## src/rtl/shift_sequencer_if.sv

```systemverilog
// Request/result bundle between the ALU op decoder and the shift sequencer.
// The decoder drives the master side; the sequencer owns the slave side.
interface shift_sequencer_if #(
  parameter int WIDTH = 4,
  parameter int CNT_W = 3
);
  logic             start;
  logic             right_shift;
  logic             rotate;
  logic [CNT_W-1:0] amount;
  logic [WIDTH-1:0] data_in1;
  logic [WIDTH-1:0] data_in2;
  logic             busy;
  logic             done;
  logic [WIDTH-1:0] data_out1;
  logic [WIDTH-1:0] data_out2;

  modport master (
    output start, right_shift, rotate, amount, data_in1, data_in2,
    input  busy, done, data_out1, data_out2
  );

  modport slave (
    input  start, right_shift, rotate, amount, data_in1, data_in2,
    output busy, done, data_out1, data_out2
  );
endinterface

```

## src/rtl/shift_sequencer.sv

```systemverilog
// Steps two operand lanes one bit per clock until the requested amount is reached.
// Latency amount+1 cycles to done (1 for amount 0); start is ignored while busy.
module shift_sequencer #(
  parameter int WIDTH = 4,
  parameter int CNT_W = 3
) (
  input  logic              i_clock,
  input  logic              i_reset,
  shift_sequencer_if.slave  bus
);

  typedef enum logic [1:0] {
    S_IDLE  = 2'd0,
    S_SHIFT = 2'd1,
    S_DONE  = 2'd2
  } state_t;

  state_t           r_state;
  state_t           w_state_nxt;
  logic             r_right;
  logic             r_rotate;
  logic             w_right_nxt;
  logic             w_rotate_nxt;
  logic [CNT_W-1:0] r_cnt;
  logic [CNT_W-1:0] w_cnt_nxt;
  logic [WIDTH-1:0] r_dat1;
  logic [WIDTH-1:0] r_dat2;
  logic [WIDTH-1:0] w_dat1_nxt;
  logic [WIDTH-1:0] w_dat2_nxt;

  // One single-bit step; the fill bit is either zero or the bit falling off the far end.
  function automatic logic [WIDTH-1:0] f_step(
    input logic [WIDTH-1:0] r,
    input logic             right,
    input logic             rot
  );
    logic w_fill;
    if (right) begin
      w_fill = rot ? r[0] : 1'b0;
      return {w_fill, r[WIDTH-1:1]};
    end else begin
      w_fill = rot ? r[WIDTH-1] : 1'b0;
      return {r[WIDTH-2:0], w_fill};
    end
  endfunction

  always_ff @(posedge i_clock or posedge i_reset) begin
    if (i_reset) begin
      r_state  <= S_IDLE;
      r_right  <= 1'b0;
      r_rotate <= 1'b0;
      r_cnt    <= '0;
      r_dat1   <= '0;
      r_dat2   <= '0;
    end else begin
      r_state  <= w_state_nxt;
      r_right  <= w_right_nxt;
      r_rotate <= w_rotate_nxt;
      r_cnt    <= w_cnt_nxt;
      r_dat1   <= w_dat1_nxt;
      r_dat2   <= w_dat2_nxt;
    end
  end

  always_comb begin
    w_state_nxt  = r_state;
    w_right_nxt  = r_right;
    w_rotate_nxt = r_rotate;
    w_cnt_nxt    = r_cnt;
    w_dat1_nxt   = r_dat1;
    w_dat2_nxt   = r_dat2;
    case (r_state)
      S_IDLE: begin
        if (bus.start) begin
          w_right_nxt  = bus.right_shift;
          w_rotate_nxt = bus.rotate;
          w_cnt_nxt    = bus.amount;
          w_dat1_nxt   = bus.data_in1;
          w_dat2_nxt   = bus.data_in2;
          w_state_nxt  = (bus.amount == '0) ? S_DONE : S_SHIFT;
        end
      end
      S_SHIFT: begin
        w_dat1_nxt = f_step(r_dat1, r_right, r_rotate);
        w_dat2_nxt = f_step(r_dat2, r_right, r_rotate);
        w_cnt_nxt  = r_cnt - CNT_W'(1);
        // Count of one means this step is the last; zero cannot occur here but is treated the same.
        if (r_cnt <= CNT_W'(1)) begin
          w_state_nxt = S_DONE;
        end
      end
      S_DONE: begin
        w_state_nxt = S_IDLE;
      end
      default: begin
        w_state_nxt = S_IDLE;
      end
    endcase
  end

  assign bus.busy      = (r_state != S_IDLE);
  assign bus.done      = (r_state == S_DONE);
  assign bus.data_out1 = r_dat1;
  assign bus.data_out2 = r_dat2;

endmodule

```

## src/flat_wrapper.sv

```systemverilog
// flat-port wrapper written by rule: the top's interface ports become plain ports
module shift_sequencer_flat 
#(
  parameter int WIDTH = 4,
  parameter int CNT_W = 3
)
  (i_clock, i_reset, bus_start, bus_right_shift, bus_rotate, bus_amount, bus_data_in1, bus_data_in2, bus_busy, bus_done, bus_data_out1, bus_data_out2);
  shift_sequencer_if #(.WIDTH(WIDTH), .CNT_W(CNT_W)) bus_i ();
  input  logic i_clock;
  input  logic i_reset;
  input wire logic [$bits(bus_i.start)-1:0] bus_start;
  input wire logic [$bits(bus_i.right_shift)-1:0] bus_right_shift;
  input wire logic [$bits(bus_i.rotate)-1:0] bus_rotate;
  input wire logic [$bits(bus_i.amount)-1:0] bus_amount;
  input wire logic [$bits(bus_i.data_in1)-1:0] bus_data_in1;
  input wire logic [$bits(bus_i.data_in2)-1:0] bus_data_in2;
  output wire logic [$bits(bus_i.busy)-1:0] bus_busy;
  output wire logic [$bits(bus_i.done)-1:0] bus_done;
  output wire logic [$bits(bus_i.data_out1)-1:0] bus_data_out1;
  output wire logic [$bits(bus_i.data_out2)-1:0] bus_data_out2;
  assign bus_i.start = bus_start;
  assign bus_i.right_shift = bus_right_shift;
  assign bus_i.rotate = bus_rotate;
  assign bus_i.amount = bus_amount;
  assign bus_i.data_in1 = bus_data_in1;
  assign bus_i.data_in2 = bus_data_in2;
  assign bus_busy = bus_i.busy;
  assign bus_done = bus_i.done;
  assign bus_data_out1 = bus_i.data_out1;
  assign bus_data_out2 = bus_i.data_out2;
  shift_sequencer #(.WIDTH(WIDTH), .CNT_W(CNT_W)) u_core (.i_clock(i_clock), .i_reset(i_reset), .bus(bus_i));
endmodule
```

## config.mk

```make
export PLATFORM = sky130hd
export DESIGN_NAME = shift_sequencer_flat
export DESIGN_NICKNAME = d
export VERILOG_FILES = /design/src/rtl/shift_sequencer_if.sv /design/src/rtl/shift_sequencer.sv /design/src/flat_wrapper.sv
export SDC_FILE = /design/constraint.sdc
export NUM_CORES = 1
export LEC_CHECK = 0
export BUFFER_PORTS_ARGS = -buffer_cell sky130_fd_sc_hd__buf_2
export CAP_MARGIN = 20
export CORE_MARGIN = 5
export CORE_UTILIZATION = 50
export DETAILED_ROUTE_END_ITERATION = 8
export HOLD_SLACK_MARGIN = 0.08
export PLACE_DENSITY = 0.75
export SYNTH_ARGS = -nofsm -noshare
export SYNTH_HDL_FRONTEND = slang
export SYNTH_SLANG_ARGS = --single-unit
export TNS_END_PERCENT = 100
```

## constraint.sdc

```tcl
create_clock -name i_clock -period 1.6 [get_ports i_clock]
set_input_delay 0.32 -clock i_clock [delete_from_list [all_inputs] [get_ports i_clock]]
set_output_delay 0.32 -clock i_clock [all_outputs]
set_load 0.1 [all_outputs]
```

## Word-level counts from Yosys, hierarchy flattened

Cells that the tools add are included.
W data, S select, Z words.

- Bits in registers: 15
- Input bits: 16
- Output and inout bits: 10

- $add $sub $neg: 1
- Order comparisons: 1
- Equal/unequal tests: 4
- Muxes and demuxes: 16
- Reduce and logical (&&, ||, !) cells: 7

Operators by type and width:

| cell | number |
|---|---|
| $mux W4 | 4 |
| $pmux W4 S2 | 2 |
| $mux W2 | 3 |
| $pmux W3 S2 | 1 |
| $reduce_and A2 Y1 | 3 |
| $mux W1 | 4 |
| $pmux W2 S2 | 1 |
| $reduce_bool A2 Y1 | 2 |
| $le A3 B1 Y1 const B | 1 |
| $logic_not A3 Y1 | 1 |
| $mux W3 | 1 |
| $sub A3 B1 Y3 const B | 1 |
| $eq A2 B1 Y1 const B | 1 |
| $eq A2 B2 Y1 const B | 1 |
| $logic_not A2 Y1 | 1 |
| $ne A2 B1 Y1 const B | 1 |
| $ne A2 B2 Y1 const B | 1 |

## Depth between registers and ports, before layout

- Depth after elaboration: 4
- Mapped depth: 5
- Gate-level depth less buffers: 5

## Worst setup path before layout

No wires, ideal clock.

- Path kind: register to output
- Start: reg u_core.r_state[0]
- End: out bus_done
- Data arrival time: 2.023 ns
- Data required time: 1.280 ns
- Slack: -0.743 ns
- Stages on the path, launching flop included: 4
- Path through: dfrtp_1 -> buf_2 -> buf_2 -> nor2b_1

- Word-level cells in the longest chain between the ends: 1

Ends and longest elaborated chain:

| element | line | text |
|---|---|---|
| start, declared | shift_sequencer.sv:18 | `state_t r_state;` |
| start signal, assigned | shift_sequencer.sv:56 | `r_state <= w_state_nxt;` |
| $eq A2 B2 Y1 | shift_sequencer.sv:102 | `assign bus.done = (r_state == S_DONE);` |
| end, declared | flat_wrapper.sv:18 | `output wire logic [$bits(bus_i.done)-1:0] bus_done;` |

No other way between the ends.

## Worst setup path in the final report

Same ends and word-level chain as after synthesis.

==> impl_metrics.ini <==
[status]
status = finished, final reports clean

[setup_path]
crit_chain = buf_6 -> nor2b_4 -> buf_12
reg2reg_slack_ps = 160
start_kind = flip-flop
worstPathRequired_ps = 1280
max_stage_delay_ps = 450
setup.worst_path.class = flip-flop to primary output
worstSetupEndpointType = primary output
rr_endpoint = u_core.r_right
crit_path_top_delay_cell = dfrtp_1
path_delay_family = flip-flops
path_buf_inv = 2
cp_max_fo = 9
critPathLaunch = u_core.r_state[0]
critPathArrivalTime_ps = 1210
crit_cells = 3
reg2reg_from = u_core.r_state[1]
reg2regPathDepth = 3

[cells_and_area]
syn2layout_area_growth_pct = 27.1
final_cell_mix = 23 x buf_2, 14 x dfrtp_1, 10 x o21ai_1, 7 x a21oi_1
drive_gt1_share_pct = 36.7
antennaDiodeCount = 0
final_common_cell = buf_2
num-fill-cells = 146
fin_nets = 139
post-route-cell-area_um2 = 1130

[logic_synthesis]
syn_inst = 91
synth_edf_count = 0
ys_seq_elements = 15
synth.distinct_cells = 35
synth_top_area_cell = dfrtp_1
ys_async_sr_fraction_pct = 100
yosysTopAreaCellShare_pct = 42.1
ys_seq_area_share_pct = 42.1
syn_area_per_cell_um2 = 9.80
synth_flop_cell = dfrtp_1
yosysWarnings = 0
syn-num-nets = 109
synth_area_um2 = 892
synth.area.top_cells = dfrtp_1 42%, o21ai_1 5.6%, nor2b_1 4.2%, a21oi_1 3.9%, mux2_4 3.4%

[die]
die_y_um = 52.2
rows = 15
die_width_um = 52.2
dieArea_um2 = 2730
core_area_um2 = 1710
start_util_pct = 52.2
ios = 26

[timing]
slew_viol_final = 0
fin_crit_ps = 1530
worstMarginPinSlew_ps = 574
fin_skew_ps = 2.06
finalSetupViolations = 0
holdWs_ps = 65.0
fin_tns_setup_ps = 0
hold_viol = 0
rsz0062_at_grt = false
layout_worst_path_cycle_share_pct = 95.4
fmax_mhz = 655
maxSlewHeadroom_pct = 61.7

[clock_tree]
cts_root_buf = clkbuf_4
clk_pin_slew_ps = 100
cts_hold_buf = 0
htree_levels = 1
numClockSinks = 15
cts_buffers = 3
cts_tree = built
clk_latency_ps = 290
cts_buffer_depth = 2

[flow_run]
max_cap_viol_count = 0

[detailed_routing]
vias = 801
drt-initial-drc-count = 10
wl_um = 2190
final_antenna_net_count = 0
drcViolationCount = 0
firstDrtPassIters = 4
viasPerCell = 5.52
routedWlPerCell_um = 15.1

[grt]
antenna_found_initial = 0
track_usage_pct = 19.2
grt_pass1_wl_um = 3880
grt_pass1_vias = 818
gr-total-overflow = 0
grt_max_degree = 16

[placed_design]
dp_hpwl_um = 1650
gp_congestion = 0.800
dpl_cell_area_um2 = 1080
io_buffers = 25

[hold_path]
hold_class = input port to asynchronous set/reset pin
-- routing by layer --
metal,global-route usage (%),share of wire (%)
met3,2.85,4.7
met2,33.7,53
met5,0,0
met1,23.8,41
met4,6.38,1.1
-- worst register-to-register path: cells and delay by family (launching register included) --
family	cells	cell delay (ps)
buffers and inverters	1	170
DFF	1	450
muxes	1	310
and+or+nand+nor	1	410
-- how the worst max path moves through the flow --
stage | endpoint
finish | bus_done
global route | bus_done
CTS | bus_done
detailed placement | u_core.r_right
global placement | u_core.r_right
floorplan | u_core.bus.data_out2[1]
-- cell usage after synthesis, types with 3 or more instances --
cell type,count
nand2_1,4
nor2b_1,6
inv_1,5
o21ai_1,10
dfrtp_1,15
a21oi_1,7
buf_2,4
o21ai_0,3
-- stage by stage --
step | setup WS, ps | util [%] | instances
6_report | 74.1 | 66.4 | 145
5_1_grt | 14.6 | 66.4 | 145
4_1_cts | 57.8 | 66.0 | 145
3_5_place_dp | 202 | 63.3 | 139
3_3_place_gp | 250 | 63.3 | 139
2_1_floorplan | 0.696 | - | 91
-- logic make-up after synthesis --
logic type	Yosys count	synth area share [%]
DFF	15	42.1
and+or+nand+nor	21	15.0
buffers and inverters	11	6.03
muxes	6	8.13
adders and majority gates	2	2.80
AOI/OAI and AO/OA	36	25.9
-- registers in the layout (all words and copies together) (netlist names) --
signal / flops
u_core.r_rotate: 1
u_core.r_state: 2
u_core.r_cnt: 3
u_core.bus.data_out2: 4
u_core.r_right: 1
u_core.bus.data_out1: 4
-- layout make-up --
class	count	area, um2	area share, %
sequential	15	377	33.2
inverter	5	18.8	1.66
timing repair buffer	31	204	18.0
tap	25	31.3	2.76
clock buffer	3	22.5	1.99
multi-input combinational	65	473	41.7
clock inverter	1	7.51	0.662
-- repair_timing --
| action | CTS | global route |
|---|---|---|
| resized for setup | 1 | 2 |
| setup endpoints to repair | 2 | 1 |
| setup buffers | 2 | 0 |
Power is not shown: default switching activity piles up to over one toggle a cycle in this logic, so the estimate is an artifact.
